**src/rtl/exec_stage_if.sv**
```systemverilog
// exec_stage_if: issue-side handshake/operands plus register-file write port and status for exec_stage.
interface exec_stage_if #(parameter int D = 8, parameter int I = 4);
   logic         in_valid;
   logic         in_ready;
   logic [3:0]   op;
   logic [I-1:0] dst_id;
   logic [I-1:0] src1_id;
   logic [I-1:0] src2_id;
   logic [D-1:0] src1_val;
   logic [D-1:0] src2_val;
   logic         wr_en;
   logic [I-1:0] wr_id;
   logic [D-1:0] wr_data;
   logic         flag_z;
   logic         flag_c;
   logic         busy;
   modport master (output in_valid, op, dst_id, src1_id, src2_id, src1_val, src2_val,
                   input in_ready, wr_en, wr_id, wr_data, flag_z, flag_c, busy);
   modport slave  (input in_valid, op, dst_id, src1_id, src2_id, src1_val, src2_val,
                   output in_ready, wr_en, wr_id, wr_data, flag_z, flag_c, busy);
endinterface

```
**src/rtl/exec_stage.sv**
```systemverilog
// exec_stage: ALU execute stage with write-port bypass and an iterative shift-add multiplier.
module exec_stage #(parameter int D = 8, parameter int I = 4) (
   input logic        clk,
   input logic        rst_n,
   exec_stage_if.slave bus
);
   localparam int CW = $clog2(D);
   localparam logic [0:0] IDLE = 1'b0, MUL = 1'b1;
   logic [0:0]    state;
   logic [CW-1:0] cnt;
   logic [D-1:0]  acc, acc_next, mcand, mplier, op1, op2;
   logic [I-1:0]  mdst;
   logic [D:0]    res;
   logic          accept, is_alu, is_mul, last;
   assign bus.in_ready = state == IDLE;
   assign bus.busy     = state == MUL;
   assign accept = bus.in_valid && bus.in_ready;
   assign is_alu = bus.op < 4'd7;
   assign is_mul = bus.op == 4'd7;
   assign last   = cnt == CW'(D - 1);
   // The register file commits wr_data on the same edge we sample, so forward it
   assign op1 = (bus.src1_id != '0 && bus.wr_en && bus.wr_id == bus.src1_id) ? bus.wr_data : bus.src1_val;
   assign op2 = (bus.src2_id != '0 && bus.wr_en && bus.wr_id == bus.src2_id) ? bus.wr_data : bus.src2_val;
   assign acc_next = acc + (mplier[cnt] ? mcand << cnt : '0);
   always_comb begin
      res = '0;
      case (bus.op)
         4'd0: res = {1'b0, op1} + {1'b0, op2};
         4'd1: res = {1'b0, op1} - {1'b0, op2};
         4'd2: res = {1'b0, op1 & op2};
         4'd3: res = {1'b0, op1 | op2};
         4'd4: res = {1'b0, op1 ^ op2};
         4'd5: res = {op1, 1'b0};
         4'd6: res = {op1[0], 1'b0, op1[D-1:1]};
         default: res = '0;
      endcase
   end
   always_ff @(posedge clk or negedge rst_n) begin
      if (!rst_n) begin
         state       <= IDLE;
         cnt         <= '0;
         acc         <= '0;
         mcand       <= '0;
         mplier      <= '0;
         mdst        <= '0;
         bus.wr_en   <= 1'b0;
         bus.wr_id   <= '0;
         bus.wr_data <= '0;
         bus.flag_z  <= 1'b0;
         bus.flag_c  <= 1'b0;
      end else if (state == MUL) begin
         acc       <= acc_next;
         cnt       <= cnt + 1'b1;
         bus.wr_en <= last && mdst != '0;
         if (last) begin
            state      <= IDLE;
            bus.flag_z <= acc_next == '0;
            bus.flag_c <= 1'b0;
            if (mdst != '0) begin
               bus.wr_id   <= mdst;
               bus.wr_data <= acc_next;
            end
         end
      end else begin
         bus.wr_en <= accept && is_alu && bus.dst_id != '0;
         if (accept && is_mul) begin
            state  <= MUL;
            mcand  <= op1;
            mplier <= op2;
            mdst   <= bus.dst_id;
            acc    <= '0;
            cnt    <= '0;
         end
         if (accept && is_alu) begin
            bus.flag_z <= res[D-1:0] == '0;
            bus.flag_c <= res[D];
            if (bus.dst_id != '0) begin
               bus.wr_id   <= bus.dst_id;
               bus.wr_data <= res[D-1:0];
            end
         end
      end
   end
endmodule

```
**src/flat_wrapper.sv**
```systemverilog
// flat-port wrapper written by rule: the top's interface ports become plain ports
module exec_stage_flat 
#(parameter int D = 8, parameter int I = 4)
  (clk, rst_n, bus_in_valid, bus_op, bus_dst_id, bus_src1_id, bus_src2_id, bus_src1_val, bus_src2_val, bus_in_ready, bus_wr_en, bus_wr_id, bus_wr_data, bus_flag_z, bus_flag_c, bus_busy);
  exec_stage_if #(.D(D), .I(I)) bus_i ();
  input logic clk;
  input logic rst_n;
  input wire logic [$bits(bus_i.in_valid)-1:0] bus_in_valid;
  input wire logic [$bits(bus_i.op)-1:0] bus_op;
  input wire logic [$bits(bus_i.dst_id)-1:0] bus_dst_id;
  input wire logic [$bits(bus_i.src1_id)-1:0] bus_src1_id;
  input wire logic [$bits(bus_i.src2_id)-1:0] bus_src2_id;
  input wire logic [$bits(bus_i.src1_val)-1:0] bus_src1_val;
  input wire logic [$bits(bus_i.src2_val)-1:0] bus_src2_val;
  output wire logic [$bits(bus_i.in_ready)-1:0] bus_in_ready;
  output wire logic [$bits(bus_i.wr_en)-1:0] bus_wr_en;
  output wire logic [$bits(bus_i.wr_id)-1:0] bus_wr_id;
  output wire logic [$bits(bus_i.wr_data)-1:0] bus_wr_data;
  output wire logic [$bits(bus_i.flag_z)-1:0] bus_flag_z;
  output wire logic [$bits(bus_i.flag_c)-1:0] bus_flag_c;
  output wire logic [$bits(bus_i.busy)-1:0] bus_busy;
  assign bus_i.in_valid = bus_in_valid;
  assign bus_i.op = bus_op;
  assign bus_i.dst_id = bus_dst_id;
  assign bus_i.src1_id = bus_src1_id;
  assign bus_i.src2_id = bus_src2_id;
  assign bus_i.src1_val = bus_src1_val;
  assign bus_i.src2_val = bus_src2_val;
  assign bus_in_ready = bus_i.in_ready;
  assign bus_wr_en = bus_i.wr_en;
  assign bus_wr_id = bus_i.wr_id;
  assign bus_wr_data = bus_i.wr_data;
  assign bus_flag_z = bus_i.flag_z;
  assign bus_flag_c = bus_i.flag_c;
  assign bus_busy = bus_i.busy;
  exec_stage #(.D(D), .I(I)) u_core (.clk(clk), .rst_n(rst_n), .bus(bus_i));
endmodule
```
**config.mk**
```make
export PLATFORM = sky130hd
export DESIGN_NAME = exec_stage_flat
export DESIGN_NICKNAME = d
export VERILOG_FILES = /design/src/rtl/exec_stage_if.sv /design/src/rtl/exec_stage.sv /design/src/flat_wrapper.sv
export SDC_FILE = /design/constraint.sdc
export NUM_CORES = 1
export LEC_CHECK = 0
export ABC_CLOCK_PERIOD_IN_PS = 11000
export CAP_MARGIN = 20
export CORE_AREA = 2 2 120 64
export DETAILED_ROUTE_END_ITERATION = 10
export DIE_AREA = 0 0 122 66
export HOLD_SLACK_MARGIN = 0.02
export PLACE_DENSITY_LB_ADDON = 0.05
export SYNTH_ARGS = -nofsm -noshare
export SYNTH_HDL_FRONTEND = slang
export SYNTH_SLANG_ARGS = --single-unit
```
**constraint.sdc**
```tcl
create_clock -name clk -period 11 [get_ports clk]
set_clock_uncertainty 0.2 [all_clocks]
set_input_delay 2.2 -clock clk [delete_from_list [all_inputs] [get_ports clk]]
set_output_delay 2.2 -clock clk [all_outputs]
set_load 0.02 [all_outputs]
```
==> metrics.txt, run 1 <==
maximum clock frequency=145.3 MHz; area share of the largest cell type after synthesis=28.74%; fraction of final layout cells with drive strength greater than 1=6.857%; worst setup slack after placement=3.966 ns; CTS resizes=0; fillcell total=557; sum of routed wire length over all layers=12.89 mm; horizontal extent of the die=122 um; largest net degree at the start of global routing=48; CTS Buf Count=5; part of the Yosys area used for sequential elements=28.74%; Final Hold Viols=0; number of antenna-violating nets in the routed design=0; hold bufs inserted after CTS=0; total number of nets in the final design=591; ordered cell list for the critical path=clkdlybuf4s50_1 > nor3_1 > or3_2 > a21oi_2 > mux2i_1 > inv_1 > xnor2_1 > ha_1 > a21oi_1 > o21bai_1 > a21oi_1 > nor3_1 > a311oi_1 > o21ai_0 > or4_1 > a22o_1; max capacitance violation total=0; count of standard-cell rows=22; most common flop cell mapped by yosys=dfrtp_1; main area contributors after synthesis=dfrtp_1 29%, ha_1 9.2%, mux2i_1 6.4%; Ant. Diodes=0; synthesized instance count=483; CTS tree=yes; cell with the biggest individual delay on the critical path=a21oi_2; Post-route DRC=0; Pre-Repair DR Iteration Count=5; Least-Margin Pin Slew=0.9804 ns; Min-Delay Path Class=reg2reg; detailed-route via count=4022; number of H-tree branching levels=2; number of enable-type register cells in the synthesized netlist=0; post-route fraction of the period consumed by the critical path=62.57%; sum of net half-perimeters after detailed placement=9.941 mm; P per Cell Area=217.7 mW/mm^2; fraction of synthesis flops using an asynchronous set or reset pin=100.0%; top cell family by delay on the critical path=compound AO/OA/AOI/OAI gates; Port Buffers=51; maximum buffer depth of the clock tree=2; Lkg Pwr=2.127 nW; required time of the critical path=10.99 ns; final weighted congestion of routability-driven global placement=0.9919; Syn Std Cell Area=0.004093 sq mm; CTS clk-pin slew, worst paths=0.06 ns; worst-path fanout max=13; DR vias/cell=6.477; synth-to-layout area growth=17.73%; post-route setup TNS=0 ns; reg-to-reg slack, setup=6.06 ns; run status=finished, final reports clean; Clock Sink Count=47; number of DRC markers after the initial detailed-route iteration=502; area of the die=0.008052 sq mm; core box area=0.007019 sq mm; Synth cell types=64; dominant cell type by area after synthesis=dfrtp_1; clock root buffer=clkbuf_16; Die Y-Extent=66 um; Avg Cell Area, Syn=8.473 sq um; count of buffer and inverter cells on the critical path=2; initial core utilization=58.31%; Rel. slew slack=32.95%; largest incremental delay on the critical path=0.70 ns; post-CTS setup buffers=0; Crit path arrival time=6.87 ns; Setup crit end kind=flop; WL per Instance=20.76 um; vias in the first global route=3733; nature of the critical path startpoint=input port; most common library cell in the layout ignoring fill and taps=nand2_1; I/O pin count=52; time the final worst path needs with I/O delays and setup=6.883 ns; final critical-path setup slack=4.117 ns; FF+latch count, synth=47; leading cell types in the layout, fill and taps excluded=60 x nand2_1, 50 x clkdlybuf4s50_1, 47 x dfrtp_1; Clock Latency Late Sink=0.29 ns; wire length of the first global-routing pass=20.44 mm; total number of yosys warnings=0; antenna violations before repair=0; number of nets produced by synthesis=550; unrepaired setup endpoints after global routing=false; number of max-slew violations in the final report=0; total of endpoints with negative setup slack in the final report=0; aggregate global routing overflow=0; total global-route track usage=33.92%; maximum VDD drop=120.3 uV; critical path start-end classification=in2reg
==> registers in the layout, indices dropped and copies added, names as in the netlist <==
signal,count
u_core.bus.wr_id,4
u_core.mcand,8
u_core.bus.wr_en,1
u_core.cnt,3
u_core.mdst,4
u_core.mplier,8
u_core.bus.flag_c,1
u_core.bus.busy,1
u_core.bus.flag_z,1
u_core.bus.wr_data,8
u_core.acc,8
==> final timing paths <==
path,start,end,cells past startpoint
max reg2reg,u_core.bus.wr_id[0],u_core.bus.wr_data[7],14
max in group asynchronous,rst_n,u_core.mcand[2],2
min in group asynchronous,rst_n,u_core.bus.wr_id[1],1
min,u_core.mplier[4],u_core.mplier[4],2
max,bus_src2_id[1],u_core.bus.wr_data[7],16
min reg2reg,u_core.mplier[4],u_core.mplier[4],2
==> worst reg2reg max path: cells and delay by family, from the launching register on <==
kind,cells,cell delay [ns]
XOR/XNOR,1,0.17
AO/OA/AOI/OAI,7,1.92
buffers and inverters,1,0.18
flip-flops,1,0.46
multiplexers,1,0.60
AND/OR/NAND/NOR,3,0.98
adder cells (fa/ha/maj),1,0.32
==> synth_stat cells (2+ instances only) <==
cell type,instances
a21o_1,6
and2_1,3
o21bai_1,4
buf_4,3
ha_1,30
clkbuf_1,13
dfrtp_1,47
or4_1,2
mux2_2,4
o21ai_0,38
nand2_1,60
nor3_1,19
o22ai_1,3
nor3b_1,2
nor2b_1,6
buf_6,2
nand3b_1,3
nand3_1,11
a31oi_1,3
a21boi_0,3
nand2b_1,7
mux4_2,6
a211oi_1,4
nor4_1,2
o21a_1,4
o31ai_1,2
fa_1,2
nor2_1,41
nand4_1,4
or3_1,5
nor4b_1,3
a22oi_1,4
a211o_1,2
a21oi_1,34
buf_2,4
inv_1,22
xor2_1,4
xnor2_1,17
o221ai_1,2
mux2i_1,26
a2111oi_0,2
mux2i_4,2
==> through the flow <==
step                util, %  total power (W)  instance area (sq um)  hold slack (ns)  cells
CTS                   68.36         0.001037                   4798           0.2876    620
detailed placement    66.08        0.0008713                   4638           0.2724    612
global placement      66.08        0.0008567                   4638           0.2656    612
floorplan                 -        0.0006819                   4093           0.2446    483
global route          68.65         0.001114                   4818           0.3200    621
finish                68.65         0.001049                   4818           0.2869    621
==> area by class of cell <==
cell class | count | area [sq um] | share of cell area (%)
repair buffers | 57 | 563.0 | 11.69
clock inverters | 1 | 7.507 | 0.1558
multi-input cells | 389 | 2709 | 56.22
inverters | 24 | 90.09 | 1.870
clock buffers | 7 | 152.6 | 3.168
well taps | 96 | 120.1 | 2.493
flip-flops and latches | 47 | 1176 | 24.41
==> kinds of logic after synthesis <==
family,after synthesis,synth area share (%)
muxes,39,12.23
and+or+nand+nor,172,19.99
AOI/OAI and AO/OA,125,19.32
adders and majority gates,32,10.15
xor gates and xnor gates,21,4.494
DFF,47,28.74
buffers and inverters,47,5.075
==> layer usage <==
layer  global-route usage (%)  wire length [um]
met1                    52.01              5937
met3                    10.17              1869
met2                    46.72              4935
met5                        0                 0
met4                    6.322               147
==> power by group <==
group	switching [W]	internal [W]	leakage, nW	total, W
Clock	0.0000676	0.0000968	0.0761	0.000164
Sequential	0.000106	0.000245	0.589	0.000351
Combinational	0.000291	0.000242	1.46	0.000533
Total	0.000465	0.000584	2.13	0.00105
Power figures use the tool's default switching activity.
==> inputs of run 2 (changes only) <==
--- a/config.mk
+++ b/config.mk
@@ -5,11 +5,11 @@
 export SDC_FILE = /design/constraint.sdc
 export NUM_CORES = 1
 export LEC_CHECK = 0
-export ABC_CLOCK_PERIOD_IN_PS = 11000
+export ABC_CLOCK_PERIOD_IN_PS = 6400
 export CAP_MARGIN = 20
-export CORE_AREA = 2 2 120 64
+export CORE_AREA = 2 2 123 65
 export DETAILED_ROUTE_END_ITERATION = 10
-export DIE_AREA = 0 0 122 66
+export DIE_AREA = 0 0 125 67
 export HOLD_SLACK_MARGIN = 0.02
 export PLACE_DENSITY_LB_ADDON = 0.05
 export SYNTH_ARGS = -nofsm -noshare
==> constraint.sdc (replaced) <==
create_clock -name clk -period 6.4 [get_ports clk]
set_clock_uncertainty 0.2 [all_clocks]
set_input_delay 1.28 -clock clk [delete_from_list [all_inputs] [get_ports clk]]
set_output_delay 1.28 -clock clk [all_outputs]
set_load 0.02 [all_outputs]
==> run 2 against run 1 <==
Compared with the run above: non-clock buffer count up 5; critical path depth up 1; die area rose by 4.0%; setup slack lost 3.4 ns; register-to-register slack got worse by 4.3 ns; critical endpoint is now u_core.bus.flag_z; worst hold slack got worse by 0.0049 ns; utilization is 1.6 points lower; sequential power up 69%.
==> metrics.txt, run 2 (synthesis gave the netlist of run 1 again) <==
run status=finished, final reports clean; Final Hold Viols=0; largest net degree at the start of global routing=48; horizontal extent of the die=125 um; time the final worst path needs with I/O delays and setup=5.692 ns; fraction of final layout cells with drive strength greater than 1=7.547%; core box area=0.007212 sq mm; cell with the biggest individual delay on the critical path=clkdlybuf4s50_1; WL per Instance=18.44 um; total number of nets in the final design=596; ordered cell list for the critical path=clkdlybuf4s50_1 > nor3_1 > or3_2 > a21oi_2 > buf_4 > mux2i_1 > inv_1 > xnor2_1 > fa_1 > nand3_1 > a21boi_0 > o21ai_0 > a2bb2oi_1 > o22ai_1 > a211o_1 > nor4b_2 > a41o_1; Lkg Pwr=2.143 nW; hold bufs inserted after CTS=0; maximum clock frequency=175.7 MHz; Die Y-Extent=67 um; Least-Margin Pin Slew=0.7060 ns; internal power component=0.0009831 W; CTS resizes=0; detailed-route via count=3807; net switching fraction of the power=43.41%; area of the die=0.008375 sq mm; nature of the critical path startpoint=input port; Clock Latency Late Sink=0.29 ns; portion of total power attributed to the clock network=14.6%; number of max-slew violations in the final report=0; vias in the first global route=3606; most used routing layer=met2; antenna violations before repair=0; Placed Area=0.004676 sq mm; number of H-tree branching levels=2; number of antenna-violating nets in the routed design=0; DR vias/cell=6.081; Clock Sink Count=47; synth-to-layout area growth=18.19%; Post-route DRC=0; Setup crit end kind=flop; aggregate global routing overflow=0; required time of the critical path=6.42 ns; post-layout instance count excluding filler cells=626; post-layout power=0.001737 W; CTS tree=yes; net switching power of the design=0.0007540 W; worst hold slack after final layout=0.2820 ns; CTS Buf Count=5; relative contribution of sequential cells to total power=34.1%; met3 Usage GRT=5.542%; clock root buffer=clkbuf_16; maximum buffer depth of the clock tree=2; Rel. slew slack=52.57%; max capacitance violation total=0; unrepaired setup endpoints after global routing=false; worst-path fanout max=8; leading cell types in the layout, fill and taps excluded=60 x nand2_1, 50 x clkdlybuf4s50_1, 47 x dfrtp_1; met1 routing resource usage after global routing=40.52%; sum of net half-perimeters after detailed placement=8.763 mm; fillcell total=615; total global-route track usage=28.64%; P per Cell Area=359.1 mW/mm^2; global-route met2 utilization=45.99%; most common library cell in the layout ignoring fill and taps=nand2_1; Pre-Repair DR Iteration Count=4; Crit path arrival time=5.72 ns; Ant. Diodes=0; post-route fraction of the period consumed by the critical path=88.94%; number of DRC markers after the initial detailed-route iteration=301; count of standard-cell rows=22; CTS clk-pin slew, worst paths=0.06 ns; critical path start-end classification=in2reg; maximum VDD drop=161.2 uV; I/O pin count=52; largest incremental delay on the critical path=0.50 ns; share of total power in combinational logic=51.3%; post-route setup TNS=0 ns; Min-Delay Path Class=reg2reg; Port Buffers=51; initial core utilization=56.75%; final weighted congestion of routability-driven global placement=0.9916; wire length of the first global-routing pass=18.60 mm; total of endpoints with negative setup slack in the final report=0; post-route cell area=0.004837 sq mm; number of placed instances with taps included=617; sum of routed wire length over all layers=11.54 mm; post-CTS setup buffers=0
[run 2: changes by cell type in the layout (fill, tap and decap cells not counted), sizes merged]
cell / change
clkbuf: -1
clkinv: +1
buf: +5
[run 2: final timing paths]
check                                    startpoint             endpoint  slack, ns  depth (start not counted)
worst max-delay path                 bus_src2_id[1]    u_core.bus.flag_z       0.71                         17
worst min-delay path               u_core.mplier[7]     u_core.mplier[7]       0.28                          2
worst max register to register  u_core.bus.wr_id[0]    u_core.bus.flag_z       1.76                         15
worst min register to register     u_core.mplier[7]     u_core.mplier[7]       0.28                          2
max in group asynchronous                     rst_n      u_core.mcand[5]       4.80                          2
min in group asynchronous                     rst_n  u_core.bus.wr_id[1]       0.70                          1
[run 2: worst max-delay path, delay by kind of cell]
family,cells,cell delay (ns)
fa+ha+maj,1,0.44
compound gates,7,1.71
simple gates,4,0.81
xor+xnor,1,0.20
buf+inv,3,0.86
mux,1,0.37
[run 2: area by class of cell]
type | instances | area [sq um] | area share, %
clock inverters | 2 | 12.51 | 0.2587
well taps | 96 | 120.1 | 2.483
repair buffers | 62 | 600.6 | 12.42
clock buffers | 6 | 128.9 | 2.664
flip-flops and latches | 47 | 1176 | 24.31
inverters | 24 | 90.09 | 1.862
multi-input cells | 389 | 2709 | 56.00
[run 2: per-layer routing]
layer / share of wire, % / vias up / wire length, um
met4: 0.99 / 0 / 114
li1: - / 1846 / -
met1: 48 / 1825 / 5501
met2: 44 / 126 / 5049
met3: 7.6 / 10 / 879
met5: 0 / - / 0
[run 2: power groups by stage]
stage | clock (W) | sequential [W] | combinational, W
6_report | 0.000254 | 0.000592 | 0.000891
5_1_grt | 0.000266 | 0.000616 | 0.000985
4_1_cts | 0.000255 | 0.000591 | 0.000884
3_5_place_dp | 0 | 0.000595 | 0.000879
3_3_place_gp | 0 | 0.000592 | 0.000870
2_1_floorplan | 0 | 0.000576 | 0.000596
[run 2: per-stage QoR]
step           util (%)  worst slack, ns
5_1_grt           67.07           0.5035
2_1_floorplan         -            1.573
4_1_cts           66.79           0.7806
3_5_place_dp      64.83           0.4857
3_3_place_gp      64.83           0.5425
6_report          67.07           0.7079
